<file path="src/rtl/siren_pkg.sv">
// Shared types and constants for the siren output stage.
package siren_pkg;

    localparam int CNT_W = 16;

    typedef enum logic [2:0] {
        IDLE      = 3'd0,
        CHIRP     = 3'd1,
        SOUND_ON  = 3'd2,
        SOUND_OFF = 3'd3,
        COOLDOWN  = 3'd4
    } state_t;

endpackage

</file>
<file path="src/rtl/siren_ctrl_if.sv">
// Siren stage signal bundle: alarm-side inputs, siren/LED outputs and a state debug view.
interface siren_ctrl_if;
    import siren_pkg::*;

    logic   alarm;
    logic   armed;
    logic   ignicao;
    logic   siren;
    logic   led;
    logic   busy;
    logic   timed_out;
    state_t state;

    modport master (
        output alarm, armed, ignicao,
        input  siren, led, busy, timed_out, state
    );

    modport slave (
        input  alarm, armed, ignicao,
        output siren, led, busy, timed_out, state
    );

endinterface

</file>
<file path="src/rtl/siren_tick.sv">
// Prescaler: one-cycle tick every PRESCALE clocks, held at zero while cleared.
module siren_tick
    import siren_pkg::*;
#(
    parameter int PRESCALE = 4
) (
    input  logic clock,
    input  logic reset,
    input  logic i_clear,
    output logic o_tick
);

    localparam logic [CNT_W-1:0] LAST = CNT_W'(PRESCALE - 1);

    logic [CNT_W-1:0] r_presc;
    logic             w_tick;

    assign w_tick = !i_clear && (r_presc == LAST);
    assign o_tick = w_tick;

    always_ff @(posedge clock or posedge reset) begin
        if (reset) begin
            r_presc <= '0;
        end else if (i_clear || w_tick) begin
            r_presc <= '0;
        end else begin
            r_presc <= r_presc + CNT_W'(1);
        end
    end

endmodule

</file>
<file path="src/rtl/siren_ctrl.sv">
// Siren output stage: beep pattern while alarmed, bounded episodes with cooldown,
// and a one-shot chirp on arming. Outputs are registered from the next-state decode.
module siren_ctrl
    import siren_pkg::*;
#(
    parameter int PRESCALE    = 4,
    parameter int ON_TICKS    = 2,
    parameter int OFF_TICKS   = 1,
    parameter int MAX_TICKS   = 6,
    parameter int COOL_TICKS  = 3,
    parameter int CHIRP_TICKS = 1
) (
    input  logic        clock,
    input  logic        reset,
    siren_ctrl_if.slave bus
);

    localparam logic [CNT_W-1:0] ON_LAST    = CNT_W'(ON_TICKS - 1);
    localparam logic [CNT_W-1:0] OFF_LAST   = CNT_W'(OFF_TICKS - 1);
    localparam logic [CNT_W-1:0] MAX_LAST   = CNT_W'(MAX_TICKS - 1);
    localparam logic [CNT_W-1:0] COOL_LAST  = CNT_W'(COOL_TICKS - 1);
    localparam logic [CNT_W-1:0] CHIRP_LAST = CNT_W'(CHIRP_TICKS - 1);

    state_t           r_state;
    logic [CNT_W-1:0] r_phase;
    logic [CNT_W-1:0] r_dur;
    logic             r_armed_q;
    logic             r_siren;
    logic             r_led;
    logic             r_busy;
    logic             r_timed_out;

    state_t           w_next;
    logic [CNT_W-1:0] w_phase_n;
    logic [CNT_W-1:0] w_dur_n;
    logic             w_tick;
    logic             w_start;
    logic             w_arm_edge;
    logic             w_siren_n;
    logic             w_led_n;
    logic             w_busy_n;
    logic             w_timed_out_n;

    // Prescaler is parked in IDLE so every episode times from its trigger.
    siren_tick #(.PRESCALE(PRESCALE)) u_tick (
        .clock   (clock),
        .reset   (reset),
        .i_clear (r_state == IDLE),
        .o_tick  (w_tick)
    );

    assign w_start    = bus.alarm && !bus.ignicao;
    assign w_arm_edge = bus.armed && !r_armed_q;

    always_comb begin
        w_next        = r_state;
        w_phase_n     = r_phase;
        w_dur_n       = r_dur;
        w_timed_out_n = 1'b0;
        if (w_tick) begin
            w_phase_n = r_phase + CNT_W'(1);
            w_dur_n   = r_dur + CNT_W'(1);
        end
        case (r_state)
            IDLE: begin
                w_phase_n = '0;
                w_dur_n   = '0;
                if (w_start)         w_next = SOUND_ON;
                else if (w_arm_edge) w_next = CHIRP;
            end
            CHIRP: begin
                if (w_start)                             w_next = SOUND_ON;
                else if (bus.ignicao)                    w_next = IDLE;
                else if (w_tick && r_phase == CHIRP_LAST) w_next = IDLE;
            end
            SOUND_ON, SOUND_OFF: begin
                if (bus.ignicao || !bus.alarm) begin
                    w_next = IDLE;
                end else if (w_tick && r_dur == MAX_LAST) begin
                    w_next        = COOLDOWN;
                    w_timed_out_n = 1'b1;
                end else if (w_tick && r_state == SOUND_ON && r_phase == ON_LAST) begin
                    w_next = SOUND_OFF;
                end else if (w_tick && r_state == SOUND_OFF && r_phase == OFF_LAST) begin
                    w_next = SOUND_ON;
                end
            end
            COOLDOWN: begin
                if (bus.ignicao)                         w_next = IDLE;
                else if (w_tick && r_phase == COOL_LAST) w_next = IDLE;
            end
            default: w_next = IDLE;
        endcase
        if (w_next != r_state) w_phase_n = '0;
        // Duration only carries across ON/OFF alternation within one episode.
        if (w_next == SOUND_ON && r_state != SOUND_ON && r_state != SOUND_OFF) w_dur_n = '0;
    end

    always_comb begin
        w_siren_n = (w_next == CHIRP) || (w_next == SOUND_ON);
        w_busy_n  = (w_next != IDLE);
        case (w_next)
            IDLE:      w_led_n = bus.armed;
            SOUND_OFF: w_led_n = 1'b0;
            default:   w_led_n = 1'b1;
        endcase
    end

    always_ff @(posedge clock or posedge reset) begin
        if (reset) begin
            r_state     <= IDLE;
            r_phase     <= '0;
            r_dur       <= '0;
            r_armed_q   <= 1'b1;
            r_siren     <= 1'b0;
            r_led       <= 1'b0;
            r_busy      <= 1'b0;
            r_timed_out <= 1'b0;
        end else begin
            r_state     <= w_next;
            r_phase     <= w_phase_n;
            r_dur       <= w_dur_n;
            r_armed_q   <= bus.armed;
            r_siren     <= w_siren_n;
            r_led       <= w_led_n;
            r_busy      <= w_busy_n;
            r_timed_out <= w_timed_out_n;
        end
    end

    assign bus.siren     = r_siren;
    assign bus.led       = r_led;
    assign bus.busy      = r_busy;
    assign bus.timed_out = r_timed_out;
    assign bus.state     = r_state;

endmodule

</file>
<file path="src/flat_wrapper.sv">
// flat-port wrapper written by rule: the top's interface ports become plain ports
module siren_ctrl_flat import siren_pkg::*;
#(
    parameter int PRESCALE    = 4,
    parameter int ON_TICKS    = 2,
    parameter int OFF_TICKS   = 1,
    parameter int MAX_TICKS   = 6,
    parameter int COOL_TICKS  = 3,
    parameter int CHIRP_TICKS = 1
)
  (clock, reset, bus_alarm, bus_armed, bus_ignicao, bus_siren, bus_led, bus_busy, bus_timed_out, bus_state);
  siren_ctrl_if bus_i ();
  input  logic clock;
  input  logic reset;
  input wire logic [$bits(bus_i.alarm)-1:0] bus_alarm;
  input wire logic [$bits(bus_i.armed)-1:0] bus_armed;
  input wire logic [$bits(bus_i.ignicao)-1:0] bus_ignicao;
  output wire logic [$bits(bus_i.siren)-1:0] bus_siren;
  output wire logic [$bits(bus_i.led)-1:0] bus_led;
  output wire logic [$bits(bus_i.busy)-1:0] bus_busy;
  output wire logic [$bits(bus_i.timed_out)-1:0] bus_timed_out;
  output wire logic [$bits(bus_i.state)-1:0] bus_state;
  assign bus_i.alarm = bus_alarm;
  assign bus_i.armed = bus_armed;
  assign bus_i.ignicao = bus_ignicao;
  assign bus_siren = bus_i.siren;
  assign bus_led = bus_i.led;
  assign bus_busy = bus_i.busy;
  assign bus_timed_out = bus_i.timed_out;
  assign bus_state = bus_i.state;
  siren_ctrl #(.PRESCALE(PRESCALE), .ON_TICKS(ON_TICKS), .OFF_TICKS(OFF_TICKS), .MAX_TICKS(MAX_TICKS), .COOL_TICKS(COOL_TICKS), .CHIRP_TICKS(CHIRP_TICKS)) u_core (.clock(clock), .reset(reset), .bus(bus_i));
endmodule
</file>
<file path="config.mk">
export PLATFORM = sky130hd
export DESIGN_NAME = siren_ctrl_flat
export DESIGN_NICKNAME = d
export VERILOG_FILES = /design/src/rtl/siren_pkg.sv /design/src/rtl/siren_ctrl_if.sv /design/src/rtl/siren_tick.sv /design/src/rtl/siren_ctrl.sv /design/src/flat_wrapper.sv
export SDC_FILE = /design/constraint.sdc
export NUM_CORES = 1
export LEC_CHECK = 0
export ABC_AREA = 0
export CAP_MARGIN = 30
export CORE_MARGIN = 2
export CORE_UTILIZATION = 40
export DETAILED_ROUTE_END_ITERATION = 16
export GPL_ROUTABILITY_DRIVEN = 0
export HOLD_SLACK_MARGIN = 0.05
export PLACE_DENSITY = 0.58
export SLEW_MARGIN = 40
export SYNTH_ARGS = -nofsm -noshare
export SYNTH_HDL_FRONTEND = slang
export SYNTH_SLANG_ARGS = --single-unit
export TNS_END_PERCENT = 50
</file>
<file path="constraint.sdc">
create_clock -name clock -period 2.1 [get_ports clock]
set_clock_uncertainty 0.1 [all_clocks]
set_input_delay 0.42 -clock clock [delete_from_list [all_inputs] [get_ports clock]]
set_output_delay 0.42 -clock clock [all_outputs]
set_load 0.02 [all_outputs]
</file>
==> impl_metrics.py <==
metrics = {
    "timing": {
        "fin_crit_ns": 2.27,
        "worst_slew_pin_slew_ns": 0.495,
        "finalHoldViolCount": 0,
        "hold_ws_ns": 0.383,
        "setup_violations": 19,
        "final.period_utilization_pct": 108,
        "fin_ws_ns": -0.174,
        "rsz0062_at_grt": "true",
        "max_freq_ghz": 0.440,
        "slew_headroom_pct": 66.8,
        "slew_violations": 0,
    },
    "floorplanning": {
        "core-area_um2": 7610,
        "fp.dieArea_um2": 8480,
        "die_h_um": 92.1,
        "fp.dieW_um": 92.1,
        "io_pins": 12,
        "start_util_pct": 40.8,
        "rows": 32,
    },
    "drt": {
        "route.vias.total": 2616,
        "drc": 0,
        "ant_nets": 0,
        "drt-pass1-iter-count": 4,
        "wl_per_cell_um": 14.0,
        "viasPerCell": 5.21,
        "wl_mm": 7.01,
        "drt-initial-drc-count": 67,
    },
    "logic_synthesis": {
        "synth_seq_cells": 56,
        "ys_seq_area_share_pct": 45.2,
        "synth_cell_types": 46,
        "syn_area_um2": 3100,
        "synth_area_per_cell_um2": 9.72,
        "synthCells": 319,
        "syn_nets": 331,
        "synth.yosys.warnings": 0,
    },
    "clocking": {
        "numCtsBuffers": 5,
        "cts_tree": "yes",
        "hold_buffers": 0,
        "h-tree-depth": 2,
        "clk_pin_slew_ns": 0.10,
        "cts_max_path_buffers": 2,
        "worstSkewPairLatency_ns": 0.31,
        "clock-root-buffer": "clkbuf_8",
        "cts_sinks": 56,
    },
    "critical_path": {
        "cp.required_ns": 2.18,
        "r2r_start": "u_core.u_tick.r_presc[1]$_DFF_PP0_",
        "critPathArrivalTime_ns": 2.36,
        "rr_worst_depth": 7,
        "end_kind": "flop",
        "reg2reg_to": "u_core.bus.led$_DFF_PP0_",
        "worstPathMaxFanout": 5,
        "r2r_slack_ns": -0.17,
        "worstSetupStartpointType": "flop",
        "worstSetupPathType": "flop to flop",
    },
    "layout": {
        "antennaDiodeCount": 0,
        "fin_util_pct": 52.9,
        "fin_nets": 411,
        "drive_above_1_share_pct": 30.3,
        "area_delta_synth_final_pct": 29.8,
        "layout_commonest_cell": "buf_4",
        "final_cell_mix": "buf_4 (69), dfrtp_1 (55), nor2_1 (35)",
        "fill_cells": 725,
    },
    "placed_design": {
        "dpl.hpwl_mm": 5.23,
        "port_buffers": 11,
        "dp_worst_setup_slack_ns": -0.397,
    },
    "power": {
        "p_leak_nw": 1.79,
        "ir_worst_vdd_mv": 0.263,
        "powerDensity_nw_per_um2": 552,
    },
    "run_status": {
        "violations": "negative setup slack",
        "status": "finished, violations left",
    },
    "global_route": {
        "grt.overflow.total": 0,
        "first_global_vias": 2591,
        "grt_util_all_layers_pct": 17.8,
        "grt_pass1_wl_mm": 12.3,
        "grt_start_max_net_pins": 30,
        "antenna_found_initial": 0,
    },
    "job": {
        "max_cap_viol_count": 0,
    },
    "hold_path": {
        "hold_path.class": "input pin to async pin",
    },
}
## where the power goes
part | internal [mW] | total, mW | switching, mW
Clock | 0.302 | 0.638 | 0.336
Combinational | 0.202 | 0.456 | 0.254
Sequential | 1.11 | 1.13 | 0.0198
Total | 1.61 | 2.22 | 0.610
## worst max-delay path by stage
stage                                       startpoint                       endpoint  slack [ns]  depth (start not counted)
global placement                           bus_ignicao  u_core.r_phase[4]$_DFFE_PP0P_       -0.37                          8
finish              u_core.u_tick.r_presc[1]$_DFF_PP0_       u_core.bus.led$_DFF_PP0_       -0.17                          7
floorplan           u_core.u_tick.r_presc[0]$_DFF_PP0_       u_core.bus.led$_DFF_PP0_       -0.05                          7
detailed placement                         bus_ignicao  u_core.r_phase[4]$_DFFE_PP0P_       -0.40                          8
CTS                 u_core.u_tick.r_presc[0]$_DFF_PP0_       u_core.bus.led$_DFF_PP0_       -0.18                          7
global route        u_core.u_tick.r_presc[1]$_DFF_PP0_       u_core.bus.led$_DFF_PP0_       -0.27                          7
## worst max-delay path: stages, from the launching register on
cell	delay [ns]
dfrtp_1	0.36
ha_2	0.18
nor4b_4	0.28
nand4_4	0.21
o31a_1	0.33
a211o_4	0.31
o21ai_2	0.05
or3b_1	0.35
## sequential cells by signal, indices dropped and copies added, names as in the netlist
| signal | count |
|---|---|
| u_core.r_dur | 16 |
| u_core.bus.state | 3 |
| u_core.bus.busy | 1 |
| u_core.r_phase | 16 |
| u_core.bus.siren | 1 |
| u_core.r_armed_q | 1 |
| u_core.bus.led | 1 |
| u_core.u_tick.r_presc | 16 |
| u_core.bus.timed_out | 1 |
## cells in the mapped netlist (all sizes together)
cell type  instances  area (um^2)
a211o              1         17.5
and3               8         50.1
a22o               1         8.76
nor3               7         35.0
o21a               2         15.0
a21o               1         7.51
dfstp              1         26.3
or2                2         12.5
nor2              36          138
nor4              12          105
o2111ai            2         35.0
nand4b             1         8.76
nand2b             1         6.26
or3                5         31.3
nor4b              1         23.8
nand3             16         80.1
clkbuf             9         33.8
ha                 7         87.6
a31o               2         17.5
a21oi             21          143
inv               11         41.3
nor2b              2         12.5
nor3b              1         7.51
buf                3         27.5
a211oi             3         22.5
o31a               5         43.8
and2               4         25.0
and4               5         43.8
or3b               1         8.76
o21ai             12         67.6
nand2             33          124
xnor2             13          114
nand4             10         77.6
or4                1         7.51
xor2              22          193
a31oi              1         6.26
o31ai              1         21.3
dfrtp             55         1380
## logic make-up after synthesis
| family | after synthesis | share of synthesized area [%] |
|---|---|---|
| buffers and inverters | 23 | 3.31 |
| XOR/XNOR | 35 | 9.88 |
| flip-flops | 56 | 45.2 |
| adder cells (fa/ha/maj) | 7 | 2.82 |
| AND/OR/NAND/NOR | 146 | 25.7 |
| AO/OA/AOI/OAI | 52 | 13.1 |
## routing by layer
metal  wire (um)  GRT usage [%]  part of all wire, %
met1        3110           22.1                   44
met2        3720           32.7                   53
met3         130           2.79                  1.9
met4          55           3.61                 0.78
met5           0              0                    0
## area by class of cell
class,count,area [um^2],share of cell area (%)
Clock buffer,8,100,2.49
Sequential cell,56,1400,34.8
Timing Repair Buffer,85,704,17.5
Tap cell,102,128,3.17
Multi-Input combinational cell,240,1650,41.0
Inverter,11,41.3,1.03
## through the flow
| step | area [um^2] | TNS, ns | total power [mW] | instances |
|---|---|---|---|---|
| after floorplan | 3100 | -0.538 | 1.39 | 319 |
| after global placement | 3820 | -6.43 | 1.58 | 488 |
| after detailed placement | 3820 | -6.90 | 1.58 | 488 |
| after CTS | 3980 | -1.94 | 2.24 | 501 |
| after global routing | 4030 | -4.12 | 2.33 | 502 |
| final | 4030 | -1.77 | 2.22 | 502 |
## timing repair
action	CTS	global route
cloned	0	0
pin swaps	5	3
buffers inserted	5	1
resized for setup	9	12
endpoints found under the setup margin	19	34
(Power assumes the default switching activity.)
